**src/rtl/delayed_toggle_bank.sv**
```systemverilog
// delayed_toggle_bank: WIDTH independent channels. Each channel inverts its q
// output LATENCY rising edges after a toggle request is captured. A pending
// toggle can be cancelled, a request that arrives while one is in flight is
// dropped and flagged as overrun, and a synchronous clear wipes every channel.
module delayed_toggle_bank #(
    parameter int unsigned WIDTH   = 4,
    parameter int unsigned LATENCY = 2
) (
    input  logic             clock,
    input  logic             reset_n,
    input  logic             clear,
    input  logic [WIDTH-1:0] toggle,
    input  logic [WIDTH-1:0] cancel,
    output logic [WIDTH-1:0] q,
    output logic [WIDTH-1:0] pending,
    output logic [WIDTH-1:0] done,
    output logic [WIDTH-1:0] overrun,
    output logic             busy
);

    localparam int unsigned CW = $clog2(LATENCY + 1);

    localparam logic [CW-1:0] C_LOAD = CW'(LATENCY);
    localparam logic [CW-1:0] C_ONE  = CW'(1);

    logic [CW-1:0]    r_cnt [WIDTH];
    logic [WIDTH-1:0] r_pending;
    logic [WIDTH-1:0] r_q;
    logic [WIDTH-1:0] r_done;
    logic [WIDTH-1:0] r_overrun;

    // Per-channel capture / countdown / apply / cancel with clear taking
    // priority over everything; cancel wins over a same-edge apply.
    always_ff @(posedge clock or negedge reset_n) begin
        if (!reset_n) begin
            r_pending <= '0;
            r_q       <= '0;
            r_done    <= '0;
            r_overrun <= '0;
            for (int unsigned i = 0; i < WIDTH; i++) begin
                r_cnt[i] <= '0;
            end
        end else if (clear) begin
            r_pending <= '0;
            r_q       <= '0;
            r_done    <= '0;
            r_overrun <= '0;
            for (int unsigned i = 0; i < WIDTH; i++) begin
                r_cnt[i] <= '0;
            end
        end else begin
            for (int unsigned i = 0; i < WIDTH; i++) begin
                if (r_pending[i]) begin
                    if (cancel[i]) begin
                        r_pending[i] <= 1'b0;
                        r_cnt[i]     <= '0;
                        r_done[i]    <= 1'b0;
                    end else begin
                        if (toggle[i]) begin
                            r_overrun[i] <= 1'b1;
                        end
                        if (r_cnt[i] == C_ONE) begin
                            r_q[i]       <= ~r_q[i];
                            r_pending[i] <= 1'b0;
                            r_cnt[i]     <= '0;
                            r_done[i]    <= 1'b1;
                        end else begin
                            r_cnt[i]  <= r_cnt[i] - C_ONE;
                            r_done[i] <= 1'b0;
                        end
                    end
                end else begin
                    r_done[i] <= 1'b0;
                    if (toggle[i] && !cancel[i]) begin
                        r_pending[i] <= 1'b1;
                        r_cnt[i]     <= C_LOAD;
                    end
                end
            end
        end
    end

    assign q       = r_q;
    assign pending = r_pending;
    assign done    = r_done;
    assign overrun = r_overrun;
    assign busy    = |r_pending;

endmodule

```
**config.mk**
```make
export PLATFORM = sky130hd
export DESIGN_NAME = delayed_toggle_bank
export DESIGN_NICKNAME = d
export VERILOG_FILES = /design/src/rtl/delayed_toggle_bank.sv
export SDC_FILE = /design/constraint.sdc
export NUM_CORES = 1
export LEC_CHECK = 0
export ABC_CLOCK_PERIOD_IN_PS = 1100
export BUFFER_PORTS_ARGS = -buffer_cell sky130_fd_sc_hd__buf_2
export CAP_MARGIN = 20
export CORE_MARGIN = 10
export CORE_UTILIZATION = 45
export DETAILED_ROUTE_END_ITERATION = 10
export PLACE_DENSITY = 0.72
export SLEW_MARGIN = 15
export SYNTH_ARGS = -nofsm -noshare
export SYNTH_HDL_FRONTEND = slang
export SYNTH_SLANG_ARGS = --single-unit
```
**constraint.sdc**
```tcl
create_clock -name clock -period 1.1 [get_ports clock]
set_input_delay 0.11 -clock clock [delete_from_list [all_inputs] [get_ports clock]]
set_output_delay 0.11 -clock clock [all_outputs]
set_load 0.03 [all_outputs]
```
; ---- Word-level counts from Yosys, hierarchy flattened
; Index checks and enable logic that the tools add are counted.
[classes]
add_sub_neg = 4
eq_ne = 8
mux = 73
bitwise = 4
n_reduce_logical = 33
[op_table]
columns = op, n
row1 = $mux 1, 52
row2 = $mux 2, 16
row3 = $reduce_and 3->1, 8
row4 = $reduce_bool 2->1, 12
row5 = $mux 4, 4
row6 = $reduce_bool 3->1, 4
row7 = $eq 2x1->1 const B, 4
row8 = $mux 8, 1
row9 = $ne 2x2->1 const B, 4
row10 = $sub 2x1->2 const B, 4
row11 = $logic_and 1x1->1, 4
row12 = $logic_not 1->1, 4
row13 = $not 1->1, 4
row14 = $reduce_or 4->1, 1
[word_totals]
ff_bits = 24
inputBits = 11

; ---- Logic depth before layout (Yosys ltp)
[logic_depth]
depth_word = 5
mapped_depth = 5

; ---- Worst setup path after synthesis
; OpenSTA, ideal clock, no wires.
[synth_timing]
path_kind = register -> register
from = register r_pending[1], in the netlist pending[1]
to = register r_q[1], in the netlist q[1]
arrival_ns = 1.120
required_time_ns = 1.022
setup_slack_ns = -0.098
path_stages_with_launch = 4
n_path_buf = 0
synth_period_minus_slack_ns = 1.198
cell_sequence = dfrtp_1 > nand2_2 > or3_1 > a21oi_1
[synth_between]
elab_chain_len = 2
[synth_lines]
columns = item, line
row1 = start: declaration, 27  ; logic [WIDTH-1:0] r_pending;
row2 = start signal: assignment, 36  ; r_pending <= '0;
row3 = start signal: assignment, 44  ; r_pending <= '0;
row4 = start signal: indexed assignment, 55  ; r_pending[i] <= 1'b0;
row5 = $reduce_bool 2->1 (no line), -
row6 = $reduce_and 3->1 (no line), -
row7 = end signal: indexed assignment, 63  ; r_q[i] <= ~r_q[i];
row8 = end: declaration, 28  ; logic [WIDTH-1:0] r_q;
; Every way passes these cells.
; A chain may end at the register's enable or synchronous reset.

; ---- Worst setup path after layout
[layout_timing]
from = register r_pending[0], in the netlist pending[0]
to = output port busy
[layout_between]
elab_chain_len = 1
[layout_lines]
columns = item, line
row1 = $reduce_or 4->1, 87  ; assign busy = |r_pending;
row2 = end: declaration, 18  ; output logic busy
; Every way passes these cells.

==> metrics.txt <==
Die X-Extent 69.27 um; run status finished with violations; deepest clock path buffer count 2; worst hold slack after final layout 42.49 ps; number of remaining DRC errors 0; final non-filler cell area 1583 sq um; endpoints failing setup 6; max cap viols 0; headroom to the max-slew limit 0.6470; TritonCTS sink count 24; core region area 2255 sq um; failing checks negative setup slack; most common cell after layout, fill and taps aside sky130_fd_sc_hd__buf_2; Cells after Synth 108; layout cell share with drive strength beyond 1 0.4710; multi-input logic area 546.8 sq um; top achievable clock speed 0.8321 GHz; deepest level of the CTS H-tree 1; Min Clock Period, post-route 1202 ps; cell-by-cell trace of the critical path inv_2, nand4_1, buf_6; launch instance of the worst register-to-register path r_cnt[5]; total power after layout 1.656 mW; post-synthesis register bit count 24; number of antenna violations at the first check in global routing 0; Antenna Diode Count 0; buffer cell driving the clock tree root sky130_fd_sc_hd__clkbuf_4; placed wire-length estimate after detailed placement 1739 um; pin count of the biggest net entering global routing 25; initial cell density of the core 0.4845; combinational family with the most area after synthesis simple AND/OR/NAND/NOR gates; max-slew violations 0; Worst path top cell family by delay flip-flops; Simple-Gate Fraction of Synth Area 0.1924; Worst Max-Slew Pin Slew 529.4 ps; Pre-antenna DRT Iters 4; number of hold-slack violations in the final timing report 0; multiplexer fraction of the synthesized cell area 0.01833; clock insertion delay at the later pin of the skew report 300 ps; total clock buffers created by CTS 3; routability congestion estimate from global placement 0.7411; synthesized-area fraction occupied by xor and xnor cells 0.02405; buffers plus inverters on the worst setup path 2; Hold Startpoint cancel[3]; count of filler cells inserted in the layout 181; portion of the post-synthesis area used by sequential elements 0.5498; final-layout setup total negative slack -298.3 ps; dpl cell area 1291 sq um; routed via count divided by cell count 5.169; Crit. End Element output pin; max incr delay on CP 450 ps; average cell area after synthesis 10.11 sq um; maximum fanout along the worst path 3; placed cell count 165; RSZ-0062 raised after global routing true; Critical Setup Path Class reg2out; CP required 990 ps; count of non-filler cells in the finished layout 183; Die Height 69.27 um; Worst Setup Slack post-DPL -60.23 ps; power density over the cells 1046 nW/um^2; count of input and output buffers 27; post-synth cell types 27; mapped cell area 1092 sq um; sequential standard cell area 605.6 sq um; Leak Pwr 0.7698 nW; global-route congestion overflow total 0; startpoint of the worst setup timing path pending[0]; area overhead of the layout relative to synthesis 44.90%; total global-route track usage 0.1017; final clock period utilization by the worst path 1.092; final setup margin -101.7 ps; post-layout util 0.7020; post-synthesis share of cell area spent on full adders, half adders and majority gates 0.04582; count of yosys warnings during synthesis 0; aggregate routed wire length 2679 um; share of the synthesized area in compound gates (AO/OA/AOI/OAI) 0.1134; wire length per cell after detailed routing 14.64 um; Routed Antenna Nets 0; Setup Skew 5.815 ps; worst vdd ir 841.5 uV; I/O pin total 28; area of the die 4798 sq um; global-route wire length before repair 4229 um; vias in the first global route 944; Cell Rows 17; Iter 0 DRT Violations 38; clock-pin slew reported for the worst setup and hold paths after clock tree synthesis 130 ps; data arrival time of the critical path 1090 ps; vias after detailed routing 946; post-synth net total 123; startpoint type of the worst setup path flop; NumNets Final 171; path class of the lowest-slack min-delay path in2reg; slowest stage cell on the critical path sky130_fd_sc_hd__dfrtp_2; highest-count cells in the layout ignoring fill and taps sky130_fd_sc_hd__buf_2 (23), sky130_fd_sc_hd__dfrtp_1 (20), sky130_fd_sc_hd__nor2_1 (18); CTS tree yes
-- layer usage --
layer / vias to the layer above / GRT usage / share of wire
met5: - / 0 / 0
met4: 0 / 0.03991 / 0.0052
met3: 2 / 0.03281 / 0.063
met2: 21 / 0.1673 / 0.49
met1: 459 / 0.1186 / 0.44
li1: 464 / - / -
-- worst reg2reg max path, cell delays in order (launching register included) --
cell,delay [ps]
sky130_fd_sc_hd__dfrtp_1,410
sky130_fd_sc_hd__inv_2,70
sky130_fd_sc_hd__ha_4,140
sky130_fd_sc_hd__nand2_2,60
sky130_fd_sc_hd__or3_4,320
sky130_fd_sc_hd__a21oi_2,120
-- cells by family (layout without fill, tap and decap cells) --
| logic type | Yosys count | after routing |
|---|---|---|
| xor+xnor | 3 | 3 |
| simple gates | 40 | 40 |
| compound gates | 19 | 19 |
| mux | 2 | 2 |
| buf+inv | 16 | 63 |
| fa+ha+maj | 4 | 4 |
| flops | 24 | 24 |
-- where the power goes --
| group | leakage, nW | internal, mW | switching, mW |
|---|---|---|---|
| Sequential | 0.322 | 0.911 | 0.0181 |
| Combinational | 0.433 | 0.153 | 0.185 |
| Clock | 0.0150 | 0.141 | 0.246 |
-- path summary, 6_finish.rpt --
path,end,slack (ps),cells after the start
worst max-delay path,busy,-100,3
worst min-delay path,pending[3],40,2
worst max register to register,q[1],-70,5
worst min register to register,overrun[0],510,2
max in group asynchronous,pending[2],420,2
min in group asynchronous,r_cnt[1],300,2
-- sequential cells by signal, summed over array words and instances, names as in the netlist --
register / cells
q: 4
overrun: 4
done: 4
r_cnt: 8
pending: 4
-- cell usage after synthesis --
master | instances | area share
sky130_fd_sc_hd__buf_2 | 1 | 0.0046
sky130_fd_sc_hd__nor4b_1 | 1 | 0.0080
sky130_fd_sc_hd__nor3b_1 | 3 | 0.021
sky130_fd_sc_hd__or3_1 | 1 | 0.0057
sky130_fd_sc_hd__clkbuf_1 | 2 | 0.0069
sky130_fd_sc_hd__nand4_1 | 1 | 0.0057
sky130_fd_sc_hd__dfrtp_1 | 24 | 0.55
sky130_fd_sc_hd__o32ai_1 | 2 | 0.016
sky130_fd_sc_hd__ha_1 | 4 | 0.046
sky130_fd_sc_hd__o21ai_0 | 1 | 0.0046
sky130_fd_sc_hd__nand2b_1 | 4 | 0.023
sky130_fd_sc_hd__nor2b_1 | 3 | 0.017
sky130_fd_sc_hd__a221oi_1 | 1 | 0.0080
sky130_fd_sc_hd__nand3b_1 | 3 | 0.021
sky130_fd_sc_hd__or2_2 | 2 | 0.011
sky130_fd_sc_hd__nand2_2 | 1 | 0.0057
sky130_fd_sc_hd__a211oi_1 | 1 | 0.0069
sky130_fd_sc_hd__o22ai_1 | 1 | 0.0057
sky130_fd_sc_hd__nand2_1 | 1 | 0.0034
sky130_fd_sc_hd__a2111oi_0 | 1 | 0.0080
sky130_fd_sc_hd__mux2i_1 | 2 | 0.018
sky130_fd_sc_hd__a31oi_1 | 8 | 0.046
sky130_fd_sc_hd__nor2_1 | 18 | 0.062
sky130_fd_sc_hd__nor3_1 | 2 | 0.0092
sky130_fd_sc_hd__a21oi_1 | 4 | 0.018
sky130_fd_sc_hd__xor2_1 | 3 | 0.024
sky130_fd_sc_hd__inv_1 | 13 | 0.045
-- final cells by class --
cell class | count | share of cell area
timing repair buffer | 46 | 0.2024
tap | 28 | 0.02213
multi-input combinational | 68 | 0.3455
sequential | 24 | 0.3826
clock buffer | 4 | 0.01660
inverter | 13 | 0.03083
-- repair_timing --
action,in CTS,in global routing
hold endpoints to repair,24,0
setup buffers,9,4
pin swaps,4,8
resized for setup,18,21
hold buffers,1,0
endpoints found under the setup margin,9,16
Note: power is estimated with default switching activity, not from simulation.
